### src/rtl/seg_clock_ctrl.sv
// rtl/seg_clock_ctrl.sv - BCD HH:MM[:SS] timekeeper with two-button set FSM and muxed 7-segment drive
// Optional alarm (ports alarm_on/alarm, alarm set states) enabled by SEG_CLOCK_ALARM_EN.
module seg_clock_ctrl #(
  parameter int CLK_HZ            = 12000000,
  parameter int NUM_DIGITS        = 4,
  parameter int SCAN_DIV_LOG2     = 10,
  parameter int DEBOUNCE_DIV_LOG2 = 15,
  parameter int REPEAT_DELAY      = 256,
  parameter int REPEAT_PERIOD     = 64
) (
  input  logic                  clk,
  input  logic                  rst,
  input  logic                  btn_set,
  input  logic                  btn_inc,
  input  logic                  mode_12h,
`ifdef SEG_CLOCK_ALARM_EN
  input  logic                  alarm_on,
  output logic                  alarm,
`endif
  output logic [7:0]            seg,
  output logic [NUM_DIGITS-1:0] d,
  output logic [23:0]           time_bcd
);
  localparam int PW = $clog2(CLK_HZ);
  localparam int RW = $clog2(REPEAT_DELAY + 1);
  localparam logic [PW-1:0] P_ONE      = PW'(1);
  localparam logic [PW-1:0] PRESC_LAST = PW'(CLK_HZ - 1);
  localparam logic [PW-1:0] PRESC_HALF = PW'(CLK_HZ / 2);
  localparam logic [RW-1:0] R_ONE      = RW'(1);
  localparam logic [RW-1:0] REP_FIRE   = RW'(REPEAT_DELAY);
  localparam logic [RW-1:0] REP_RELOAD = RW'(REPEAT_DELAY - REPEAT_PERIOD);
  localparam logic [DEBOUNCE_DIV_LOG2-1:0] DB_ONE = DEBOUNCE_DIV_LOG2'(1);
  localparam logic [SCAN_DIV_LOG2-1:0]     SC_ONE = SCAN_DIV_LOG2'(1);
  localparam logic [2:0] IDX_LAST = 3'(NUM_DIGITS - 1);
  localparam logic [2:0] HH_LO    = 3'(NUM_DIGITS - 2);
  localparam logic [2:0] MM_LO    = 3'(NUM_DIGITS - 4);
  localparam logic [2:0] NIB_OFS  = (NUM_DIGITS == 4) ? 3'd2 : 3'd0;
  localparam logic [NUM_DIGITS-1:0] D_ONE = NUM_DIGITS'(1);

  if (NUM_DIGITS != 4 && NUM_DIGITS != 6) begin : g_bad_num_digits
    $error("seg_clock_ctrl: NUM_DIGITS must be 4 or 6");
  end

`ifdef SEG_CLOCK_ALARM_EN
  typedef enum logic [2:0] {S_RUN, S_SET_HOUR, S_SET_MIN, S_SET_AL_HOUR, S_SET_AL_MIN} state_t;
`else
  typedef enum logic [2:0] {S_RUN, S_SET_HOUR, S_SET_MIN} state_t;
`endif

  function automatic logic [7:0] bcd_inc(input logic [7:0] v, input logic [7:0] last);
    if (v == last) return 8'h00;
    else if (v[3:0] == 4'd9) return {v[7:4] + 4'd1, 4'h0};
    else return {v[7:4], v[3:0] + 4'd1};
  endfunction

  // seg[6:0] = g..a
  function automatic logic [6:0] seg_enc(input logic [3:0] n);
    case (n)
      4'd0: return 7'h3F;  4'd1: return 7'h06;  4'd2: return 7'h5B;  4'd3: return 7'h4F;
      4'd4: return 7'h66;  4'd5: return 7'h6D;  4'd6: return 7'h7D;  4'd7: return 7'h07;
      4'd8: return 7'h7F;  4'd9: return 7'h6F;  default: return 7'h79;
    endcase
  endfunction

  state_t state_q, state_d;
  logic [PW-1:0] presc_q, presc_d;
  logic [7:0] hh_q, hh_d, mm_q, mm_d, ss_q, ss_d;
  logic [DEBOUNCE_DIV_LOG2-1:0] deb_q, deb_d;
  logic [SCAN_DIV_LOG2-1:0] scan_div_q, scan_div_d;
  logic [2:0] scan_idx_q, scan_idx_d;
  logic [RW-1:0] rep_q, rep_d, rep_inc;
  logic set_s1_q, set_s2_q, inc_s1_q, inc_s2_q;
  logic set_smp_q, set_smp_d, inc_smp_q, inc_smp_d;
  logic deb_tick, scan_tick, sec_tick, set_press, inc_press, rep_fire, inc_evt, set_evt, tick_applied;
  logic [7:0] hh_src, mm_src, ss_src, hh_disp;
  logic [4:0] hh_bin, h12;
  logic [23:0] disp;
  logic [2:0] nib_sel;
  logic [3:0] nib;
  logic sel_hour, sel_min, blank, pm, dp;
`ifdef SEG_CLOCK_ALARM_EN
  logic [7:0] al_hh_q, al_hh_d, al_mm_q, al_mm_d;
  logic [5:0] al_cnt_q, al_cnt_d;
  logic alarm_q, alarm_d;
  assign alarm = alarm_q;
`endif

  always_comb begin
    deb_tick  = &deb_q;
    scan_tick = &scan_div_q;
    sec_tick  = (presc_q == PRESC_LAST);
    set_press = deb_tick & set_s2_q & ~set_smp_q;
    inc_press = deb_tick & inc_s2_q & ~inc_smp_q;
    deb_d     = deb_q + DB_ONE;
    set_smp_d = deb_tick ? set_s2_q : set_smp_q;
    inc_smp_d = deb_tick ? inc_s2_q : inc_smp_q;
    rep_inc   = rep_q + R_ONE;
    rep_d     = rep_q;
    rep_fire  = 1'b0;
    if (deb_tick) begin
      if (!inc_s2_q || inc_press || set_press) rep_d = '0;
      else if (rep_inc == REP_FIRE) begin
        rep_fire = 1'b1;
        rep_d    = REP_RELOAD;
      end else rep_d = rep_inc;
    end
    inc_evt = (inc_press | rep_fire) & ~set_press;
    set_evt = set_press;
`ifdef SEG_CLOCK_ALARM_EN
    // while ringing, any button only silences the alarm
    inc_evt = inc_evt & ~alarm_q;
    set_evt = set_evt & ~alarm_q;
    al_hh_d = al_hh_q;
    al_mm_d = al_mm_q;
    if (inc_evt && state_q == S_SET_AL_HOUR) al_hh_d = bcd_inc(al_hh_q, 8'h23);
    if (inc_evt && state_q == S_SET_AL_MIN)  al_mm_d = bcd_inc(al_mm_q, 8'h59);
`endif
    presc_d      = sec_tick ? '0 : presc_q + P_ONE;
    hh_d         = hh_q;
    mm_d         = mm_q;
    ss_d         = ss_q;
    state_d      = state_q;
    tick_applied = 1'b0;
    if (inc_evt && state_q == S_SET_HOUR) begin
      hh_d = bcd_inc(hh_q, 8'h23);  ss_d = 8'h00;  presc_d = '0;
    end else if (inc_evt && state_q == S_SET_MIN) begin
      mm_d = bcd_inc(mm_q, 8'h59);  ss_d = 8'h00;  presc_d = '0;
    end else if (sec_tick) begin
      tick_applied = 1'b1;
      ss_d = bcd_inc(ss_q, 8'h59);
      if (ss_q == 8'h59) begin
        mm_d = bcd_inc(mm_q, 8'h59);
        if (mm_q == 8'h59) hh_d = bcd_inc(hh_q, 8'h23);
      end
    end
    if (set_evt) begin
      case (state_q)
        S_RUN:      state_d = S_SET_HOUR;
        S_SET_HOUR: state_d = S_SET_MIN;
        S_SET_MIN: begin
`ifdef SEG_CLOCK_ALARM_EN
          state_d = S_SET_AL_HOUR;
`else
          state_d = S_RUN;
`endif
          ss_d    = 8'h00;
          presc_d = '0;
        end
`ifdef SEG_CLOCK_ALARM_EN
        S_SET_AL_HOUR: state_d = S_SET_AL_MIN;
        S_SET_AL_MIN:  state_d = S_RUN;
`endif
        default:    state_d = S_RUN;
      endcase
    end
`ifdef SEG_CLOCK_ALARM_EN
    alarm_d  = alarm_q;
    al_cnt_d = al_cnt_q;
    if (alarm_q) begin
      if (!alarm_on || set_press || inc_press) alarm_d = 1'b0;
      else if (sec_tick) begin
        if (al_cnt_q == 6'd59) alarm_d = 1'b0;
        else al_cnt_d = al_cnt_q + 6'd1;
      end
    end else if (alarm_on && tick_applied && {hh_d, mm_d, ss_d} == {al_hh_q, al_mm_q, 8'h00}) begin
      alarm_d  = 1'b1;
      al_cnt_d = 6'd0;
    end
`endif
    scan_div_d = scan_div_q + SC_ONE;
    scan_idx_d = scan_idx_q;
    if (scan_tick) scan_idx_d = (scan_idx_q == IDX_LAST) ? 3'd0 : scan_idx_q + 3'd1;
  end

  always_comb begin
    hh_src   = hh_q;
    mm_src   = mm_q;
    ss_src   = ss_q;
    sel_hour = (state_q == S_SET_HOUR);
    sel_min  = (state_q == S_SET_MIN);
`ifdef SEG_CLOCK_ALARM_EN
    if (state_q == S_SET_AL_HOUR || state_q == S_SET_AL_MIN) begin
      hh_src = al_hh_q;
      mm_src = al_mm_q;
      ss_src = 8'h00;
    end
    sel_hour = sel_hour | (state_q == S_SET_AL_HOUR);
    sel_min  = sel_min  | (state_q == S_SET_AL_MIN);
`endif
    hh_bin = 5'(hh_src[7:4]) * 5'd10 + 5'(hh_src[3:0]);
    h12    = hh_bin;
    if (hh_bin == 5'd0) h12 = 5'd12;
    else if (hh_bin > 5'd12) h12 = hh_bin - 5'd12;
    hh_disp = hh_src;
    if (mode_12h) hh_disp = (h12 >= 5'd10) ? {4'd1, 4'(h12 - 5'd10)} : {4'd0, 4'(h12)};
    pm      = (hh_src >= 8'h12);
    disp    = {hh_disp, mm_src, ss_src};
    nib_sel = scan_idx_q + NIB_OFS;
    nib     = disp[{nib_sel, 2'b00} +: 4];
    blank   = (presc_q >= PRESC_HALF) &&
              ((sel_hour && (scan_idx_q == HH_LO || scan_idx_q == HH_LO + 3'd1)) ||
               (sel_min  && (scan_idx_q == MM_LO || scan_idx_q == MM_LO + 3'd1)));
    // colon rides on the dp of the hours-units digit
    dp  = ((scan_idx_q == HH_LO) && (state_q != S_RUN || presc_q < PRESC_HALF)) ||
          ((scan_idx_q == 3'd0) && mode_12h && pm);
    seg = {dp, blank ? 7'h00 : seg_enc(nib)};
  end

  assign d        = ~(D_ONE << scan_idx_q);
  assign time_bcd = {hh_q, mm_q, ss_q};

  always_ff @(posedge clk or posedge rst) begin
    if (rst) begin
      state_q <= S_RUN;       presc_q <= '0;
      hh_q <= 8'h00;          mm_q <= 8'h00;          ss_q <= 8'h00;
      deb_q <= '0;            scan_div_q <= '0;       scan_idx_q <= 3'd0;
      rep_q <= '0;            set_smp_q <= 1'b0;      inc_smp_q <= 1'b0;
      set_s1_q <= 1'b0;       set_s2_q <= 1'b0;
      inc_s1_q <= 1'b0;       inc_s2_q <= 1'b0;
`ifdef SEG_CLOCK_ALARM_EN
      al_hh_q <= 8'h00;       al_mm_q <= 8'h00;
      al_cnt_q <= 6'd0;       alarm_q <= 1'b0;
`endif
    end else begin
      state_q <= state_d;     presc_q <= presc_d;
      hh_q <= hh_d;           mm_q <= mm_d;           ss_q <= ss_d;
      deb_q <= deb_d;         scan_div_q <= scan_div_d; scan_idx_q <= scan_idx_d;
      rep_q <= rep_d;         set_smp_q <= set_smp_d; inc_smp_q <= inc_smp_d;
      set_s1_q <= btn_set;    set_s2_q <= set_s1_q;
      inc_s1_q <= btn_inc;    inc_s2_q <= inc_s1_q;
`ifdef SEG_CLOCK_ALARM_EN
      al_hh_q <= al_hh_d;     al_mm_q <= al_mm_d;
      al_cnt_q <= al_cnt_d;   alarm_q <= alarm_d;
`endif
    end
  end
endmodule
### config.mk
export PLATFORM = sky130hd
export DESIGN_NAME = seg_clock_ctrl
export DESIGN_NICKNAME = d
export VERILOG_FILES = /design/src/rtl/seg_clock_ctrl.sv
export SDC_FILE = /design/constraint.sdc
export NUM_CORES = 1
export LEC_CHECK = 0
export ABC_CLOCK_PERIOD_IN_PS = 4000
export CORE_MARGIN = 4
export CORE_UTILIZATION = 45
export DETAILED_ROUTE_END_ITERATION = 12
export GPL_ROUTABILITY_DRIVEN = 0
export PLACE_DENSITY = 0.66
export SLEW_MARGIN = 10
export SYNTH_ARGS = -nofsm -noshare
export SYNTH_HDL_FRONTEND = slang
export SYNTH_SLANG_ARGS = --single-unit
### constraint.sdc
create_clock -name clk -period 4 [get_ports clk]
set_input_delay 0.8 -clock clk [delete_from_list [all_inputs] [get_ports clk]]
set_output_delay 0.8 -clock clk [all_outputs]
set_load 0.02 [all_outputs]
==> run_results.csv <==
group,metric,value,unit
status,status,"finished, violations left",
status,violations,"negative setup slack",
timing,tightest_slew,0.944,ns
grt,use_met3,0.0412,
timing,final.setup.worst_slack,-0.628,ns
cts,cts_tree,"yes",
timing,hold_violations,0,
floorplan,die_y,121,um
timing,fin_skew,0.00532,ns
grt,use_met1,0.255,
synth,ys_types,79,
drt,dr.pass1.iters,5,
floorplan,start_util,0.469,
cts,cts_root_buf,"clkbuf_16",
worst_setup_path,crit_fanout,5,
placement,place_area,0.00670,mm2
power,powerDensity,259,mW/mm2
placement,dp.cells,845,
floorplan,fp.coreArea,0.0122,mm2
cts,clock-sinks,93,
floorplan,die_w,121,um
synth,synth_edf_count,0,
timing,fin_crit_sh,1.16,
drt,wl_per_cell,15.2,um
power,p_leak,3.22,nW
placement,io_buffer_count,40,
power,peakVddDrop,0.254,mV
worst_setup_path,critPathLaunchType,"flop",
drt,wl,13200,um
synth,netlist_area,0.00573,mm2
cells_and_area,final_layout_size_suffix_gt1_frac,0.183,
grt,grt_max_degree,50,
timing,setup_viol,7,
timing,relSlewSlack,0.369,
worst_setup_path,required,3.20,ns
cells_and_area,stdcell_area,0.00719,mm2
synth,synthArstFlopShare,1.00,
synth,avgSynthCellArea,9.27,um2
drt,drcViolationCount,0,
worst_setup_path,crit_path_end_kind,"output port",
synth,ys_seq_elements,93,
timing,holdWs,0.353,ns
placement,hpwl,9620,um
cts,cts_max_level,3,
drt,final_antenna_net_count,0,
worst_setup_path,critPathKind,"reg -> out",
cells_and_area,layout.nets,733,
timing,rsz0062_at_grt,"yes",
cts,cts-buffers-inserted,9,
cts,cts_buffer_depth,2,
timing,max_freq,216,MHz
cells_and_area,area_growth_syn_to_layout,25.5,%
synth,synthesis.nets,655,
cts,clk_pin_slew,0.07,ns
synth,syn_inst,618,
grt,use_met2,0.306,
cells_and_area,fin_cells,869,
drt,via_count,4725,
hold_path,hold_path_class,"reg -> reg",
cells_and_area,diodes,0,
synth,synth-main-ff-cell,"dfrtp_1",
grt,grt_pass1_vias,4676,
synth,synth-seq-area-share,0.406,
drt,vias_per_cell,5.44,
worst_setup_path,critPathArrivalTime,3.83,ns
grt,grt_pass1_wl,22500,um
grt,overflow,0,
job,maxCapViolCount,0,
synth,yosysWarnings,0,
grt,grt.total_usage,0.189,
floorplan,rows,40,
cts,clk_latency,0.35,ns
grt,antenna_found_initial,0,
worst_setup_path,r2r_slack,0.75,ns
timing,layout_min_cycle_time,4.63,ns
floorplan,die_area,0.0146,mm2
timing,slew_viol_final,0,
drt,drt_iter0_drc,360,
grt,top_usage_layer,"met2",
floorplan,num_io_pins,41,
[worst max-delay path, stage by stage, from the launching register on]
cell,delay [ns]
dfrtp_2,0.46
ha_4,0.29
ha_4,0.22
xor2_2,0.19
inv_2,0.09
or3_4,0.40
buf_6,0.13
nor4_4,0.29
or2_1,0.19
o311a_1,0.20
a21oi_4,0.08
buf_6,0.16
ha_4,0.15
mux2_4,0.28
a211oi_4,0.20
buf_6,0.14
[cell type report]
cell class                      instances  area (um2)
Inverter                               32         121
Tap cell                              168         210
Clock inverter                          7        80.1
Timing Repair Buffer                   85         771
Sequential cell                        93        2330
Fill cell                            1066        5020
Multi-Input combinational cell        475        3450
Clock buffer                            9         225
[sequential cells by signal, indices dropped and copies added, names as in the netlist]
register	cells
inc_s2_q	1
set_smp_q	1
ss_q	8
presc_q	24
hh_q	8
rep_q	9
set_s2_q	1
state_q	2
scan_idx_q	3
scan_div_q	10
inc_smp_q	1
set_s1_q	1
deb_q	15
mm_q	8
inc_s1_q	1
[final timing paths]
path                                  to  cells past startpoint     start
setup reg to reg                 mm_q[0]                     10  rep_q[0]
setup / recovery                  seg[4]                     15   hh_q[4]
max in group asynchronous       deb_q[8]                      3       rst
hold reg to reg                 inc_s2_q                      0  inc_s1_q
hold / removal                  inc_s2_q                      0  inc_s1_q
min in group asynchronous  scan_div_q[8]                      2       rst
[cell usage after synthesis (2+ instances only)]
library cell  count  share of area
o22ai_1           3         0.0033
nand4_1          11          0.012
o31ai_1           5         0.0066
nor4bb_1          4         0.0070
o221ai_1          3         0.0046
o21bai_1          2         0.0026
o21ai_0          38          0.033
nor4_1            7         0.0076
buf_4             3         0.0039
mux2i_1           7          0.012
buf_2             2         0.0017
or3_1             3         0.0033
dfrtp_1          93           0.41
nand2b_1          7         0.0076
a211oi_1          2         0.0026
and3b_1           2         0.0031
mux2_2            6          0.012
mux2_1            3         0.0059
clkbuf_2          2         0.0017
nand2_1          45          0.029
a21boi_0          2         0.0026
nor3_1           13          0.011
or2_1             2         0.0022
clkbuf_1         11         0.0072
nor2b_1           7         0.0076
and3_1           14          0.015
xor2_1           26          0.040
xnor2_1          25          0.038
o211a_1           2         0.0035
a21o_1            7         0.0092
nor2_1           75          0.049
and2_1            6         0.0066
a21oi_1          24          0.021
nand3b_1          2         0.0026
a31oi_1           6         0.0066
inv_1            31          0.020
and4_1            3         0.0046
ha_1             31          0.068
nand3_1          38          0.033
o211ai_1          3         0.0039
nor3_2            2         0.0035
o41ai_1           2         0.0031
a22o_1            2         0.0031
[placed cells by master (no fill, tap or decap), types with 9 or more instances in the layout]
cell	synthesis	layout
o21ai_0	38	37
xnor2_1	25	25
clkbuf_16	0	9
nor3_1	13	11
buf_4	3	41
and3_1	14	13
nand4_1	11	11
nand3_1	38	38
xor2_1	26	26
inv_1	31	27
nor2_1	75	75
clkdlybuf4s50_1	0	33
dfrtp_1	93	90
nand2_1	45	44
a21oi_1	24	16
buf_6	0	10
ha_1	31	23
[where the power goes]
| group | switching, mW | internal (mW) | leakage [nW] |
|---|---|---|---|
| Sequential | 0.000899 | 0.942 | 1.24 |
| Clock | 0.391 | 0.494 | 0.148 |
| Combinational | 0.0231 | 0.00888 | 1.83 |
| Total | 0.415 | 1.44 | 3.22 |
[cells by family after synthesis]
logic type               share of synthesized area
AND/OR/NAND/NOR                              0.224
XOR/XNOR                                    0.0891
adder cells (fa/ha/maj)                     0.0712
flip-flops                                   0.406
AO/OA/AOI/OAI                                0.144
multiplexers                                0.0299
buffers and inverters                       0.0356
[what timing repair did]
| item | CTS | global route |
|---|---|---|
| setup buffers | 4 | 4 |
| pin swaps | 8 | 7 |
| gates resized for setup | 53 | 11 |
| hold buffers | 0 | 0 |
| setup endpoints to repair | 7 | 7 |
[per-stage QoR]
step | setup TNS, ns | total power, mW | setup slack [ns] | util
4_1_cts | -3.80 | 1.88 | -0.633 | 0.581
3_5_place_dp | -4.64 | 0.995 | -0.826 | 0.548
5_1_grt | -4.87 | 1.93 | -0.783 | 0.589
6_report | -3.86 | 1.86 | -0.628 | 0.589
2_1_floorplan | -1.13 | 0.978 | -0.304 | -
3_3_place_gp | -4.22 | 0.994 | -0.725 | 0.548
[routing by layer]
layer	part of all wire	up-vias
met5	0	-
met4	0.015	0
met3	0.034	18
met2	0.49	79
met1	0.47	2274
li1	-	2354
No activity file was read; power rests on OpenSTA's default activity.
